--- src/rtl/hazard_scoreboard.sv ---
// ID-stage hazard scoreboard: tracks in-flight writers in EXE/MEM/WB slots and
// freezes IF/ID when a decoded source cannot be served by forwarding or the RF.
module hazard_scoreboard #(
  parameter int ADDR_W        = 5,
  parameter int CNT_W         = 16,
  parameter bit RF_WRITE_THRU = 1'b1
) (
  input  logic              clk,
  input  logic              rst,
  input  logic              id_valid,
  input  logic [ADDR_W-1:0] id_src1,
  input  logic [ADDR_W-1:0] id_src2,
  input  logic              id_two_src,
  input  logic [ADDR_W-1:0] id_dest,
  input  logic              id_wb_en,
  input  logic              id_mem_read,
  input  logic              forward_EN,
  input  logic              flush,
  input  logic              stall_count_clr,
  output logic              hazard_detected,
  output logic [ADDR_W-1:0] dest_EXE,
  output logic [ADDR_W-1:0] dest_MEM,
  output logic [ADDR_W-1:0] dest_WB,
  output logic              WB_EN_EXE,
  output logic              WB_EN_MEM,
  output logic              WB_EN_WB,
  output logic              MEM_R_EN_EXE,
  output logic [CNT_W-1:0]  stall_count
);

  localparam logic [CNT_W-1:0] CNT_MAX = '1;

  // Register 0 is hardwired, so a match on it never creates a dependency.
  function automatic logic match(input logic en, input logic [ADDR_W-1:0] dest,
                                 input logic [ADDR_W-1:0] src);
    return en && (dest == src) && (src != '0);
  endfunction

  function automatic logic src_hazard(input logic [ADDR_W-1:0] src);
    logic m_exe, m_mem, m_wb;
    m_exe = match(WB_EN_EXE, dest_EXE, src);
    m_mem = match(WB_EN_MEM, dest_MEM, src);
    m_wb  = match(WB_EN_WB, dest_WB, src);
    if (forward_EN)
      return m_exe && MEM_R_EN_EXE;
    return m_exe || m_mem || (!RF_WRITE_THRU && m_wb);
  endfunction

  always_comb begin
    hazard_detected = 1'b0;
    if (id_valid && !flush)
      hazard_detected = src_hazard(id_src1) || (id_two_src && src_hazard(id_src2));
  end

  // Slots shift every edge; a stalled, flushed or invalid ID enters EXE as a bubble.
  always_ff @(posedge clk or posedge rst) begin
    if (rst) begin
      dest_EXE     <= '0;
      dest_MEM     <= '0;
      dest_WB      <= '0;
      WB_EN_EXE    <= 1'b0;
      WB_EN_MEM    <= 1'b0;
      WB_EN_WB     <= 1'b0;
      MEM_R_EN_EXE <= 1'b0;
    end else begin
      dest_WB   <= dest_MEM;
      WB_EN_WB  <= WB_EN_MEM;
      dest_MEM  <= dest_EXE;
      WB_EN_MEM <= WB_EN_EXE;
      if (id_valid && !hazard_detected && !flush) begin
        dest_EXE     <= id_dest;
        WB_EN_EXE    <= id_wb_en && (id_dest != '0);
        MEM_R_EN_EXE <= id_mem_read;
      end else begin
        dest_EXE     <= '0;
        WB_EN_EXE    <= 1'b0;
        MEM_R_EN_EXE <= 1'b0;
      end
    end
  end

  always_ff @(posedge clk or posedge rst) begin
    if (rst)
      stall_count <= '0;
    else if (stall_count_clr)
      stall_count <= '0;
    else if (hazard_detected && (stall_count != CNT_MAX))
      stall_count <= stall_count + 1'b1;
  end

endmodule

--- config.mk ---
export PLATFORM = sky130hd
export DESIGN_NAME = hazard_scoreboard
export DESIGN_NICKNAME = d
export VERILOG_FILES = /design/src/rtl/hazard_scoreboard.sv
export SDC_FILE = /design/constraint.sdc
export NUM_CORES = 1
export LEC_CHECK = 0
export ABC_CLOCK_PERIOD_IN_PS = 2300
export CORE_ASPECT_RATIO = 1.1
export CORE_MARGIN = 3
export CORE_UTILIZATION = 45
export CTS_CLUSTER_DIAMETER = 50
export CTS_CLUSTER_SIZE = 10
export DETAILED_ROUTE_END_ITERATION = 12
export GPL_TIMING_DRIVEN = 0
export PLACE_DENSITY_LB_ADDON = 0.08
export SLEW_MARGIN = 20
export SYNTH_ARGS = -nofsm -noshare
export SYNTH_HDL_FRONTEND = slang
export SYNTH_SLANG_ARGS = --single-unit
--- constraint.sdc ---
create_clock -name clk -period 2.3 [get_ports clk]
set_clock_uncertainty 0.1 [all_clocks]
set_input_delay 0.23 -clock clk [delete_from_list [all_inputs] [get_ports clk]]
set_output_delay 0.23 -clock clk [all_outputs]
set_load 0.02 [all_outputs]
==> impl_metrics.prom, run 1 <==
# TYPE chip_impl_metric gauge
chip_impl_metric{name="postRouteWirelength",unit="µm"} 4630
chip_impl_metric{name="cts-buffers-inserted",unit=""} 5
chip_impl_metric{name="drc_errors",unit=""} 0
chip_impl_metric{name="maximum_number_of_pins_on_one_net_before_global_route_repair",unit=""} 36
chip_impl_metric{name="antenna_violating_nets_post_route",unit=""} 0
chip_impl_metric{name="placed_area",unit="µm²"} 2450
chip_impl_info{name="synth.largest_area_cell",value="sky130_fd_sc_hd__dfrtp_1"} 1
chip_impl_info{name="outcome",value="complete, no violations"} 1
chip_impl_info{name="timing_worst_setup_path_type",value="primary input to output port"} 1
chip_impl_info{name="root_buffer",value="sky130_fd_sc_hd__clkbuf_8"} 1
chip_impl_metric{name="async_reset_ff_share",unit="%"} 100
chip_impl_metric{name="cts.sink_count",unit=""} 35
chip_impl_metric{name="drive_above_1_share",unit="%"} 12.8
chip_impl_metric{name="synthXorXnorAreaFrac",unit="%"} 10.3
chip_impl_metric{name="placedCellCount",unit=""} 283
chip_impl_metric{name="die_width",unit="µm"} 66.2
chip_impl_metric{name="final_cell_area",unit="µm²"} 2620
chip_impl_metric{name="synth.top_cell.area_share",unit="%"} 48.8
chip_impl_metric{name="post_layout_nonfiller_instances",unit=""} 293
chip_impl_metric{name="netlist-cell-type-count",unit=""} 36
chip_impl_metric{name="syn_avg_cell_area",unit="µm²"} 10.3
chip_impl_metric{name="design.core.area",unit="µm²"} 3740
chip_impl_metric{name="gpl.final_weighted_congestion",unit=""} 0.912
chip_impl_metric{name="relSlewSlack",unit="%"} 53.2
chip_impl_info{name="hold_path_class",value="primary input to async pin"} 1
chip_impl_metric{name="post_synth_and_or_nand_nor_area_fraction",unit="%"} 25.3
chip_impl_metric{name="n_antenna_cell",unit=""} 0
chip_impl_metric{name="clk_pin_slew_worst_paths",unit="ps"} 60
chip_impl_metric{name="avgViaCountPerCell",unit=""} 5.53
chip_impl_metric{name="synth_seq_area_share",unit="%"} 48.8
chip_impl_metric{name="worst-path-max-fanout",unit=""} 3
chip_impl_info{name="path_delay_family",value="buffers and inverters"} 1
chip_impl_metric{name="cts_htree_levels",unit=""} 2
chip_impl_metric{name="timing.critical_path.required",unit="ps"} 1970
chip_impl_metric{name="max_clock_freq",unit="MHz"} 453
chip_impl_metric{name="initial_utilization",unit="%"} 47.9
chip_impl_metric{name="cts.path.max_buffers",unit=""} 2
chip_impl_metric{name="synth_cells",unit=""} 174
chip_impl_info{name="main_combinational_cell_family_by_area_after_synthesis",value="simple AND/OR/NAND/NOR gates"} 1
chip_impl_metric{name="power_density_over_the_cells",unit="nW/µm²"} 480
chip_impl_metric{name="synthToLayoutAreaGrowth",unit="%"} 46.1
chip_impl_metric{name="setup_tns",unit="ps"} 0
chip_impl_metric{name="first_pass_iters",unit=""} 4
chip_impl_metric{name="hold_viol_final",unit=""} 0
chip_impl_metric{name="die-area",unit="µm²"} 4780
chip_impl_metric{name="antenna_violations_before_repair",unit=""} 0
chip_impl_metric{name="place.port_buffers",unit=""} 59
chip_impl_metric{name="floorplan.rows",unit=""} 23
chip_impl_info{name="critical_path.cell_chain",value="clkdlybuf4s50_1, or4_4, o211ai_4, inv_1, a22oi_2, nor2_1, buf_2"} 1
chip_impl_metric{name="p_leak",unit="nW"} 1.06
chip_impl_metric{name="wire_length_of_the_first_global_routing_pass",unit="µm"} 7850
chip_impl_metric{name="detailed_place_hpwl",unit="µm"} 3520
chip_impl_info{name="cts_tree",value="yes"} 1
chip_impl_metric{name="report.power.total",unit="W"} 0.00126
chip_impl_metric{name="clk-insertion-delay-late",unit="ps"} 290
chip_impl_metric{name="synth_fp_nets",unit=""} 199
chip_impl_metric{name="dr_total_vias",unit=""} 1621
chip_impl_metric{name="number_of_flops_mapped_to_enable_cells_by_yosys",unit=""} 0
chip_impl_info{name="postSynth.topFlopCell",value="sky130_fd_sc_hd__dfrtp_1"} 1
chip_impl_metric{name="final_max_slew_viol_count",unit=""} 0
chip_impl_info{name="crit_path_start_kind",value="primary input"} 1
chip_impl_metric{name="finalWorstSetupSlack",unit="ps"} 90.4
chip_impl_metric{name="chipHeight",unit="µm"} 72.2
chip_impl_metric{name="globalRouteTotalUtil",unit="%"} 21.3
chip_impl_metric{name="synth_adder_area_share",unit="%"} 0.698
chip_impl_metric{name="synth.mux.area_fraction",unit="%"} 3.07
chip_impl_metric{name="synth_compound_gate_area_share",unit="%"} 9.28
chip_impl_metric{name="maxCapViolCount",unit=""} 0
chip_impl_metric{name="setup_viol",unit=""} 0
chip_impl_info{name="synth.most_common_cell",value="sky130_fd_sc_hd__dfrtp_1"} 1
chip_impl_metric{name="worst-slew-pin-transition",unit="ps"} 701
chip_impl_info{name="worstSetupEndpointType",value="output port"} 1
chip_impl_info{name="synth.top_cells.by_area",value="sky130_fd_sc_hd__dfrtp_1 (49%), sky130_fd_sc_hd__xnor2_1 (9.8%), sky130_fd_sc_hd__or4_1 (3.8%)"} 1
chip_impl_metric{name="synth.cell_area",unit="µm²"} 1790
chip_impl_metric{name="first_global_vias",unit=""} 1667
chip_impl_metric{name="ir_drop",unit="mV"} 0.381
chip_impl_metric{name="post_drt_wl_per_cell",unit="µm"} 15.8
chip_impl_metric{name="drtIter0Drc",unit=""} 80
chip_impl_info{name="synth.top_cells.by_count",value="sky130_fd_sc_hd__dfrtp_1 (35), sky130_fd_sc_hd__xnor2_1 (20), sky130_fd_sc_hd__nand2_1 (12), sky130_fd_sc_hd__nor2_1 (11)"} 1
chip_impl_metric{name="crit_buf_inv",unit=""} 3
chip_impl_metric{name="worst-endpoint-arrival",unit="ps"} 1880
chip_impl_info{name="critical_path.slowest_cell",value="sky130_fd_sc_hd__clkdlybuf4s50_1"} 1
chip_impl_metric{name="hold_buffers",unit=""} 0
chip_impl_metric{name="synth_warnings",unit=""} 0
chip_impl_metric{name="finish.net_count",unit=""} 268
chip_impl_metric{name="post_synthesis_sequential_element_count",unit=""} 35
chip_impl_metric{name="timing.critical_path.slowest_cell_delay",unit="ps"} 480
chip_impl_metric{name="period_share",unit="%"} 96.1
chip_impl_metric{name="min_period",unit="ps"} 2210
chip_impl_info{name="unrepaired_setup_endpoints_after_global_routing",value="true"} 1
chip_impl_metric{name="detailedPlace.worstSlack",unit="ps"} -675
chip_impl_metric{name="boundaryPins",unit=""} 60
chip_impl_metric{name="layout.filler_cells",unit=""} 293
chip_impl_metric{name="grt_remaining_overflow",unit=""} 0
[power breakdown]
group / switching, W / internal [W] / leakage [nW]
logic: 0.0000805 / 0.0000872 / 0.533
registers: 0.0000138 / 0.000628 / 0.479
clock network: 0.000211 / 0.000235 / 0.0470
total: 0.000306 / 0.000950 / 1.06
[routing by layer]
layer	share of wire (%)	vias up	wire, µm	track usage (%)
li1	-	753	-	-
met1	42	800	1950	28.1
met2	51	61	2350	34.1
met3	5.7	7	264	5.88
met5	0	-	0	0
met4	1.4	0	65	6.77
[cell usage in the layout, fill, tap and decap left out, types with 6 or more instances in the layout]
master	instances
sky130_fd_sc_hd__nor2b_1	9
sky130_fd_sc_hd__or4_1	8
sky130_fd_sc_hd__clkbuf_8	6
sky130_fd_sc_hd__dfrtp_1	35
sky130_fd_sc_hd__nor2_1	11
sky130_fd_sc_hd__o21ai_0	6
sky130_fd_sc_hd__xnor2_1	20
sky130_fd_sc_hd__nand2_1	12
sky130_fd_sc_hd__a21oi_1	6
sky130_fd_sc_hd__clkdlybuf4s50_1	54
sky130_fd_sc_hd__and2_1	6
sky130_fd_sc_hd__nand4_1	8
[cell type report]
class	count	area [µm²]	share of cell area [%]
Buffer	5	23.8	0.908
Clock buffer	6	82.6	3.15
Clock inverter	1	5.00	0.191
Inverter	6	22.5	0.860
Multi-Input combinational cell	128	932	35.6
Sequential cell	35	876	33.4
Tap cell	50	62.6	2.39
Timing Repair Buffer	62	614	23.5
[logic make-up after synthesis]
logic type	Yosys count
xor gates and xnor gates	21
adders and majority gates	1
DFF	35
muxes	5
AOI/OAI and AO/OA	23
buffers and inverters	11
and+or+nand+nor	78
[timing repair]
| action | in CTS | in global routing |
|---|---|---|
| pin swaps | 1 | 2 |
| setup endpoints to repair | 1 | 16 |
| gates cloned | 0 | 0 |
| setup buffers | 1 | 2 |
| endpoints found under the hold margin | 0 | 0 |
| resized for setup | 7 | 12 |
[path summary, 6_finish.rpt]
kind,start,to,slack [ps],cells past startpoint
max,id_src2[4],hazard_detected,90,7
max reg2reg,stall_count[11]$_DFFE_PP0P_,stall_count[5]$_DFFE_PP0P_,120,7
min in group clk,WB_EN_EXE$_DFF_PP0_,WB_EN_MEM$_DFF_PP0_,340,0
min,rst,dest_WB[0]$_DFF_PP0_,280,2
min reg2reg,WB_EN_EXE$_DFF_PP0_,WB_EN_MEM$_DFF_PP0_,340,0
max in group asynchronous,rst,WB_EN_EXE$_DFF_PP0_,1370,2
[flip-flops by register name, summed over array words and instances, names as in the netlist]
signal / flops
dest_EXE: 5
WB_EN_MEM: 1
stall_count: 16
MEM_R_EN_EXE: 1
WB_EN_WB: 1
dest_WB: 5
dest_MEM: 5
WB_EN_EXE: 1
[metrics by stage]
stage	utilization (%)	hold slack (ps)
global placement	65.4	310
floorplan	-	256
detailed placement	65.4	311
global route	70.0	345
CTS	68.0	310
finish	70.0	280
[worst reg2reg max path, delay by kind of cell (launching register included)]
family	cells	cell delay [ps]
AOI/OAI and AO/OA	1	230
DFF	1	450
and+or+nand+nor	4	770
buffers and inverters	1	200
muxes	1	320
Note: power is estimated with default switching activity, not from simulation.
==> run 2, diff against run 1 <==
==> constraint.sdc (replaced) <==
create_clock -name clk -period 2.3 [get_ports clk]
set_clock_uncertainty 0.1 [all_clocks]
set_input_delay 0.23 -clock clk [delete_from_list [all_inputs] [get_ports clk]]
set_output_delay 0.23 -clock clk [all_outputs]
set_load 0.05 [all_outputs]
==> impl_metrics.prom, run 2 (same netlist as run 1, synthesis figures left out) <==
# TYPE chip_impl_metric gauge
chip_impl_info{name="outcome",value="complete, no violations"} 1
chip_impl_metric{name="cts-buffers-inserted",unit=""} 5
chip_impl_metric{name="r2r_cells",unit=""} 7
chip_impl_metric{name="ir_drop",unit="mV"} 0.415
chip_impl_metric{name="p_leak",unit="nW"} 1.05
chip_impl_metric{name="first_pass_iters",unit=""} 4
chip_impl_metric{name="place.port_buffers",unit=""} 59
chip_impl_metric{name="min_period",unit="ps"} 2250
chip_impl_metric{name="timing.critical_path.slowest_cell_delay",unit="ps"} 510
chip_impl_metric{name="drc_errors",unit=""} 0
chip_impl_metric{name="grt_remaining_overflow",unit=""} 0
chip_impl_metric{name="boundaryPins",unit=""} 60
chip_impl_metric{name="chipHeight",unit="µm"} 72.2
chip_impl_metric{name="maximum_number_of_pins_on_one_net_before_global_route_repair",unit=""} 36
chip_impl_metric{name="drive_above_1_share",unit="%"} 13.1
chip_impl_metric{name="crit_buf_inv",unit=""} 1
chip_impl_metric{name="floorplan.rows",unit=""} 23
chip_impl_metric{name="relSlewSlack",unit="%"} 53.6
chip_impl_metric{name="globalRouteTotalUtil",unit="%"} 20.0
chip_impl_info{name="hold_path_class",value="primary input to async pin"} 1
chip_impl_metric{name="worst-path-max-fanout",unit=""} 6
chip_impl_metric{name="setup_tns",unit="ps"} 0
chip_impl_metric{name="first_global_vias",unit=""} 1668
chip_impl_info{name="largest_register",value="stall_count"} 1
chip_impl_info{name="critical_path.cell_chain",value="xnor2_1, nand4_1, o22ai_2, a22oi_2, buf_4, or4_1, a21oi_1"} 1
chip_impl_metric{name="final_max_slew_viol_count",unit=""} 0
chip_impl_info{name="root_buffer",value="sky130_fd_sc_hd__clkbuf_8"} 1
chip_impl_info{name="path_delay_family",value="simple AND/OR/NAND/NOR gates"} 1
chip_impl_info{name="timing.rr.end",value="stall_count[15]$_DFFE_PP0P_"} 1
chip_impl_metric{name="cts_htree_levels",unit=""} 2
chip_impl_metric{name="gpl.final_weighted_congestion",unit=""} 0.943
chip_impl_metric{name="detailed_place_hpwl",unit="µm"} 3460
chip_impl_metric{name="worst_hold_slack",unit="ps"} 293
chip_impl_metric{name="die-area",unit="µm²"} 4780
chip_impl_metric{name="n_antenna_cell",unit=""} 0
chip_impl_metric{name="timing.reg2reg.setup_slack",unit="ps"} 50
chip_impl_metric{name="setup_viol",unit=""} 0
chip_impl_metric{name="antenna_violating_nets_post_route",unit=""} 0
chip_impl_metric{name="synthToLayoutAreaGrowth",unit="%"} 46.4
chip_impl_metric{name="antenna_violations_before_repair",unit=""} 0
chip_impl_info{name="final_cell_mix",value="sky130_fd_sc_hd__clkdlybuf4s50_1 (53), sky130_fd_sc_hd__dfrtp_1 (33), sky130_fd_sc_hd__xnor2_1 (20)"} 1
chip_impl_info{name="crit_path_start_kind",value="register"} 1
chip_impl_metric{name="cts.path.max_buffers",unit=""} 2
chip_impl_metric{name="largest_reg_flops",unit=""} 16
chip_impl_metric{name="power_density_over_the_cells",unit="nW/µm²"} 474
chip_impl_metric{name="initial_utilization",unit="%"} 47.9
chip_impl_info{name="layout_commonest_cell",value="sky130_fd_sc_hd__clkdlybuf4s50_1"} 1
chip_impl_metric{name="period_share",unit="%"} 97.9
chip_impl_metric{name="cts.sink_count",unit=""} 35
chip_impl_info{name="unrepaired_setup_endpoints_after_global_routing",value="false"} 1
chip_impl_metric{name="drtIter0Drc",unit=""} 125
chip_impl_metric{name="dr_total_vias",unit=""} 1594
chip_impl_metric{name="worst-endpoint-arrival",unit="ps"} 2350
chip_impl_metric{name="max_clock_freq",unit="MHz"} 444
chip_impl_metric{name="clk-insertion-delay-late",unit="ps"} 280
chip_impl_info{name="regToRegStartpoint",value="dest_EXE[0]$_DFF_PP0_"} 1
chip_impl_metric{name="worst-slew-pin-transition",unit="ps"} 695
chip_impl_metric{name="avgViaCountPerCell",unit=""} 5.40
chip_impl_info{name="worstSetupEndpointType",value="register"} 1
chip_impl_metric{name="timing.critical_path.required",unit="ps"} 2400
chip_impl_metric{name="clk_pin_slew_worst_paths",unit="ps"} 70
chip_impl_metric{name="design.core.area",unit="µm²"} 3740
chip_impl_metric{name="finish.net_count",unit=""} 270
chip_impl_info{name="timing_worst_setup_path_type",value="register to register"} 1
chip_impl_info{name="cts_tree",value="yes"} 1
chip_impl_metric{name="wire_length_of_the_first_global_routing_pass",unit="µm"} 7360
chip_impl_info{name="critical_path.slowest_cell",value="sky130_fd_sc_hd__or4_1"} 1
chip_impl_metric{name="maxCapViolCount",unit=""} 0
chip_impl_metric{name="hold_buffers",unit=""} 0
chip_impl_metric{name="hold_viol_final",unit=""} 0
chip_impl_metric{name="postRouteWirelength",unit="µm"} 4500
chip_impl_metric{name="die_width",unit="µm"} 66.2
chip_impl_metric{name="post_drt_wl_per_cell",unit="µm"} 15.2
==> run 2: changes by cell type in the layout (fill, tap and decap cells not counted), moves of 2 or more <==
cell	previous run	this run
sky130_fd_sc_hd__dfrtp_2	0	2
sky130_fd_sc_hd__dfrtp_1	35	33
sky130_fd_sc_hd__buf_4	4	6
sky130_fd_sc_hd__clkbuf_1	3	5
==> run 2: how the worst max path moves through the flow <==
stage | start | end | slack (ps) | cells after the start
2_1_floorplan | stall_count[1]$_DFFE_PP0P_ | stall_count[5]$_DFFE_PP0P_ | 7 | 8
3_5_place_dp | id_src2[1] | hazard_detected | -840 | 7
6_report | dest_EXE[0]$_DFF_PP0_ | stall_count[15]$_DFFE_PP0P_ | 50 | 7
4_1_cts | id_src2[3] | hazard_detected | 20 | 7
5_1_grt | dest_EXE[0]$_DFF_PP0_ | stall_count[15]$_DFFE_PP0P_ | 1 | 7
3_3_place_gp | id_src2[1] | hazard_detected | -790 | 7
==> run 2: through the flow <==
stage | cell area [µm²] | instances | power [W] | worst slack (ps) | util, %
after global routing | 2630 | 295 | 0.00129 | 1.20 | 70.2
final | 2630 | 295 | 0.00124 | 47.7 | 70.2
after floorplan | 1800 | 174 | 0.000756 | 6.64 | -
after global placement | 2450 | 283 | 0.000843 | -787 | 65.5
after CTS | 2530 | 291 | 0.00125 | 18.4 | 67.8
after detailed placement | 2450 | 283 | 0.000849 | -843 | 65.5
==> run 2: what timing repair did <==
action,in CTS,in global routing
setup endpoints to repair,1,17
resized for setup,9,14
gates cloned,0,1
pin swaps,1,9
endpoints found under the hold margin,0,0
buffers inserted,1,3
==> run 2: cell type report <==
type	count	area (µm²)
sequential	35	878
timing repair buffer	64	628
multi-input combinational	128	927
tap	50	62.6
fill	289	1120
inverter	6	22.5
clock buffer	7	76.3
buffer	5	30.0
==> run 2: per-layer routing <==
layer  up-vias  GRT usage, %  routed length [µm]
met3        10          4.64                 242
met4         0          9.26                  78
li1        760             -                   -
met1       766          24.3                1880
met2        58          33.4                2290
met5         -             0                   0
==> run 2: worst register-to-register path, cell delays in order, from the launching register on <==
cell and delay, ps:
sky130_fd_sc_hd__dfrtp_1 450, sky130_fd_sc_hd__xnor2_1 200, sky130_fd_sc_hd__nand4_1 150, sky130_fd_sc_hd__o22ai_2 270, sky130_fd_sc_hd__a22oi_2 150, sky130_fd_sc_hd__buf_4 180
sky130_fd_sc_hd__or4_1 510, sky130_fd_sc_hd__a21oi_1 170
==> run 2: power by group <==
group / internal [W] / leakage, nW / switching, W
Clock: 0.000208 / 0.0383 / 0.000197
Combinational: 0.0000862 / 0.541 / 0.000110
Sequential: 0.000629 / 0.476 / 0.0000139
==> run 3, diff against run 2 <==
Settings changed: ABC_CLOCK_PERIOD_IN_PS 2300 to 2800, GPL_ROUTABILITY_DRIVEN from default to 0.
Clock period 2.3 ns to 2.8 ns, I/O delays scaled along.
==> impl_metrics.prom, run 3 (same netlist as run 1, synthesis figures left out) <==
# TYPE chip_impl_metric gauge
chip_impl_info{name="outcome",value="complete, no violations"} 1
chip_impl_metric{name="wire_length_of_the_first_global_routing_pass",unit="µm"} 7780
chip_impl_info{name="hold_path_class",value="primary input to async pin"} 1
chip_impl_metric{name="synthToLayoutAreaGrowth",unit="%"} 42.5
chip_impl_metric{name="die_width",unit="µm"} 66.2
chip_impl_metric{name="post_drt_wl_per_cell",unit="µm"} 15.6
chip_impl_info{name="largest_register",value="stall_count"} 1
chip_impl_metric{name="maxCapViolCount",unit=""} 0
chip_impl_metric{name="design.core.area",unit="µm²"} 3740
chip_impl_metric{name="timing.critical_path.slowest_cell_delay",unit="ps"} 570
chip_impl_metric{name="dr_total_vias",unit=""} 1622
chip_impl_metric{name="hold_viol_final",unit=""} 0
chip_impl_metric{name="r2r_cells",unit=""} 7
chip_impl_metric{name="worst-path-max-fanout",unit=""} 6
chip_impl_metric{name="postRouteWirelength",unit="µm"} 4570
chip_impl_metric{name="place.port_buffers",unit=""} 59
chip_impl_metric{name="p_leak",unit="nW"} 1.00
chip_impl_info{name="final_cell_mix",value="sky130_fd_sc_hd__clkdlybuf4s50_1 (58), sky130_fd_sc_hd__dfrtp_1 (35), sky130_fd_sc_hd__xnor2_1 (20)"} 1
chip_impl_info{name="critical_path.cell_chain",value="clkdlybuf4s50_1, or4_1, o211ai_2, inv_1, a22oi_2, nor2_1, clkdlybuf4s15_2"} 1
chip_impl_info{name="critPathLaunch",value="id_src2[2]"} 1
chip_impl_metric{name="worst-slew-pin-transition",unit="ps"} 707
chip_impl_metric{name="worst_hold_slack",unit="ps"} 334
chip_impl_metric{name="clk-insertion-delay-late",unit="ps"} 290
chip_impl_metric{name="largest_reg_flops",unit=""} 16
chip_impl_info{name="root_buffer",value="sky130_fd_sc_hd__clkbuf_8"} 1
chip_impl_info{name="layout_commonest_cell",value="sky130_fd_sc_hd__clkdlybuf4s50_1"} 1
chip_impl_info{name="path_delay_family",value="buffers and inverters"} 1
chip_impl_metric{name="cts_htree_levels",unit=""} 2
chip_impl_metric{name="max_clock_freq",unit="MHz"} 369
chip_impl_info{name="crit_path_start_kind",value="primary input"} 1
chip_impl_metric{name="clk_pin_slew_worst_paths",unit="ps"} 60
chip_impl_metric{name="ir_drop",unit="mV"} 0.313
chip_impl_metric{name="cts-buffers-inserted",unit=""} 5
chip_impl_metric{name="cts.sink_count",unit=""} 35
chip_impl_info{name="grt_most_used_layer",value="met2"} 1
chip_impl_metric{name="drive_above_1_share",unit="%"} 9.09
chip_impl_metric{name="initial_utilization",unit="%"} 47.9
chip_impl_metric{name="maximum_number_of_pins_on_one_net_before_global_route_repair",unit=""} 36
chip_impl_metric{name="crit_buf_inv",unit=""} 3
chip_impl_metric{name="min_period",unit="ps"} 2710
chip_impl_metric{name="report.power.total",unit="W"} 0.00105
chip_impl_metric{name="finalWorstSetupSlack",unit="ps"} 90.9
chip_impl_metric{name="first_global_vias",unit=""} 1660
chip_impl_metric{name="setup_viol",unit=""} 0
chip_impl_metric{name="drtIter0Drc",unit=""} 117
chip_impl_info{name="worstSetupEndpointType",value="output port"} 1
chip_impl_metric{name="avgViaCountPerCell",unit=""} 5.55
chip_impl_metric{name="globalRouteTotalUtil",unit="%"} 21.2
chip_impl_metric{name="n_antenna_cell",unit=""} 0
chip_impl_metric{name="grt_remaining_overflow",unit=""} 0
chip_impl_metric{name="timing.critical_path.required",unit="ps"} 2420
chip_impl_metric{name="worst-endpoint-arrival",unit="ps"} 2330
chip_impl_metric{name="placedCellCount",unit=""} 283
chip_impl_metric{name="grt_use_met1",unit="%"} 27.6
chip_impl_metric{name="post_layout_nonfiller_instances",unit=""} 292
chip_impl_metric{name="hold_buffers",unit=""} 0
chip_impl_metric{name="floorplan.rows",unit=""} 23
chip_impl_metric{name="first_pass_iters",unit=""} 4
chip_impl_metric{name="finish.net_count",unit=""} 267
chip_impl_metric{name="die-area",unit="µm²"} 4780
chip_impl_info{name="cts_tree",value="yes"} 1
chip_impl_info{name="timing_worst_setup_path_type",value="primary input to output port"} 1
chip_impl_metric{name="globalRouteMet2Util",unit="%"} 34.4
chip_impl_metric{name="detailedPlace.worstSlack",unit="ps"} -438
chip_impl_info{name="unrepaired_setup_endpoints_after_global_routing",value="false"} 1
chip_impl_metric{name="detailed_place_hpwl",unit="µm"} 3520
chip_impl_metric{name="boundaryPins",unit=""} 60
chip_impl_metric{name="final_max_slew_viol_count",unit=""} 0
chip_impl_metric{name="power_density_over_the_cells",unit="nW/µm²"} 411
chip_impl_metric{name="antenna_violations_before_repair",unit=""} 0
chip_impl_info{name="regToRegStartpoint",value="dest_MEM[4]$_DFF_PP0_"} 1
chip_impl_metric{name="chipHeight",unit="µm"} 72.2
chip_impl_metric{name="gr-usage-met3",unit="%"} 5.88
chip_impl_metric{name="cts.path.max_buffers",unit=""} 2
chip_impl_metric{name="timing.critical_path.depth",unit=""} 7
chip_impl_metric{name="drc_errors",unit=""} 0
chip_impl_info{name="critical_path.slowest_cell",value="sky130_fd_sc_hd__or4_1"} 1
chip_impl_metric{name="relSlewSlack",unit="%"} 52.8
chip_impl_metric{name="period_share",unit="%"} 96.8
chip_impl_metric{name="antenna_violating_nets_post_route",unit=""} 0
[run 3: cell type report]
| type | instances | area [µm²] |
|---|---|---|
| Timing Repair Buffer | 61 | 607 |
| Fill cell | 305 | 1190 |
| Sequential cell | 35 | 876 |
| Clock buffer | 6 | 82.6 |
| Buffer | 5 | 23.8 |
| Inverter | 6 | 22.5 |
| Tap cell | 50 | 62.6 |
| Clock inverter | 1 | 5.00 |
| Multi-Input combinational cell | 128 | 876 |
[run 3: worst paths after layout]
| kind | end | slack [ps] |
|---|---|---|
| max in group asynchronous | stall_count[0]$_DFFE_PP0P_ | 1820 |
| min reg2reg | WB_EN_MEM$_DFF_PP0_ | 340 |
| max reg2reg | stall_count[15]$_DFFE_PP0P_ | 520 |
| min in group clk | WB_EN_MEM$_DFF_PP0_ | 340 |
| min | dest_WB[3]$_DFF_PP0_ | 330 |
| max | hazard_detected | 90 |
[run 3: stage by stage]
step                setup TNS, ps  utilization, %  cell area [µm²]
global placement             -380            65.4             2450
floorplan                       0               -             1790
finish                          0            68.3             2550
CTS                             0            67.9             2540
detailed placement           -438            65.4             2450
global route                    0            68.3             2550
[run 3: power breakdown]
part	internal (W)	switching, W	leakage, nW	total, W
clock network	0.000193	0.000170	0.0470	0.000363
logic	0.0000709	0.0000893	0.474	0.000160
registers	0.000516	0.0000114	0.479	0.000528
[run 3: repair_timing]
| item | 4_1_cts | 5_1_grt |
|---|---|---|
| setup endpoints to repair | 1 | 1 |
| pin swaps | 0 | 1 |
| hold endpoints to repair | 0 | 0 |
| gates resized for setup | 4 | 0 |
| buffers inserted | 0 | 2 |
[run 3: per-layer routing]
layer	part of all wire, %	wire length (µm)
met3	6.8	312
met4	1.3	58
met5	0	0
met2	51	2310
met1	41	1880
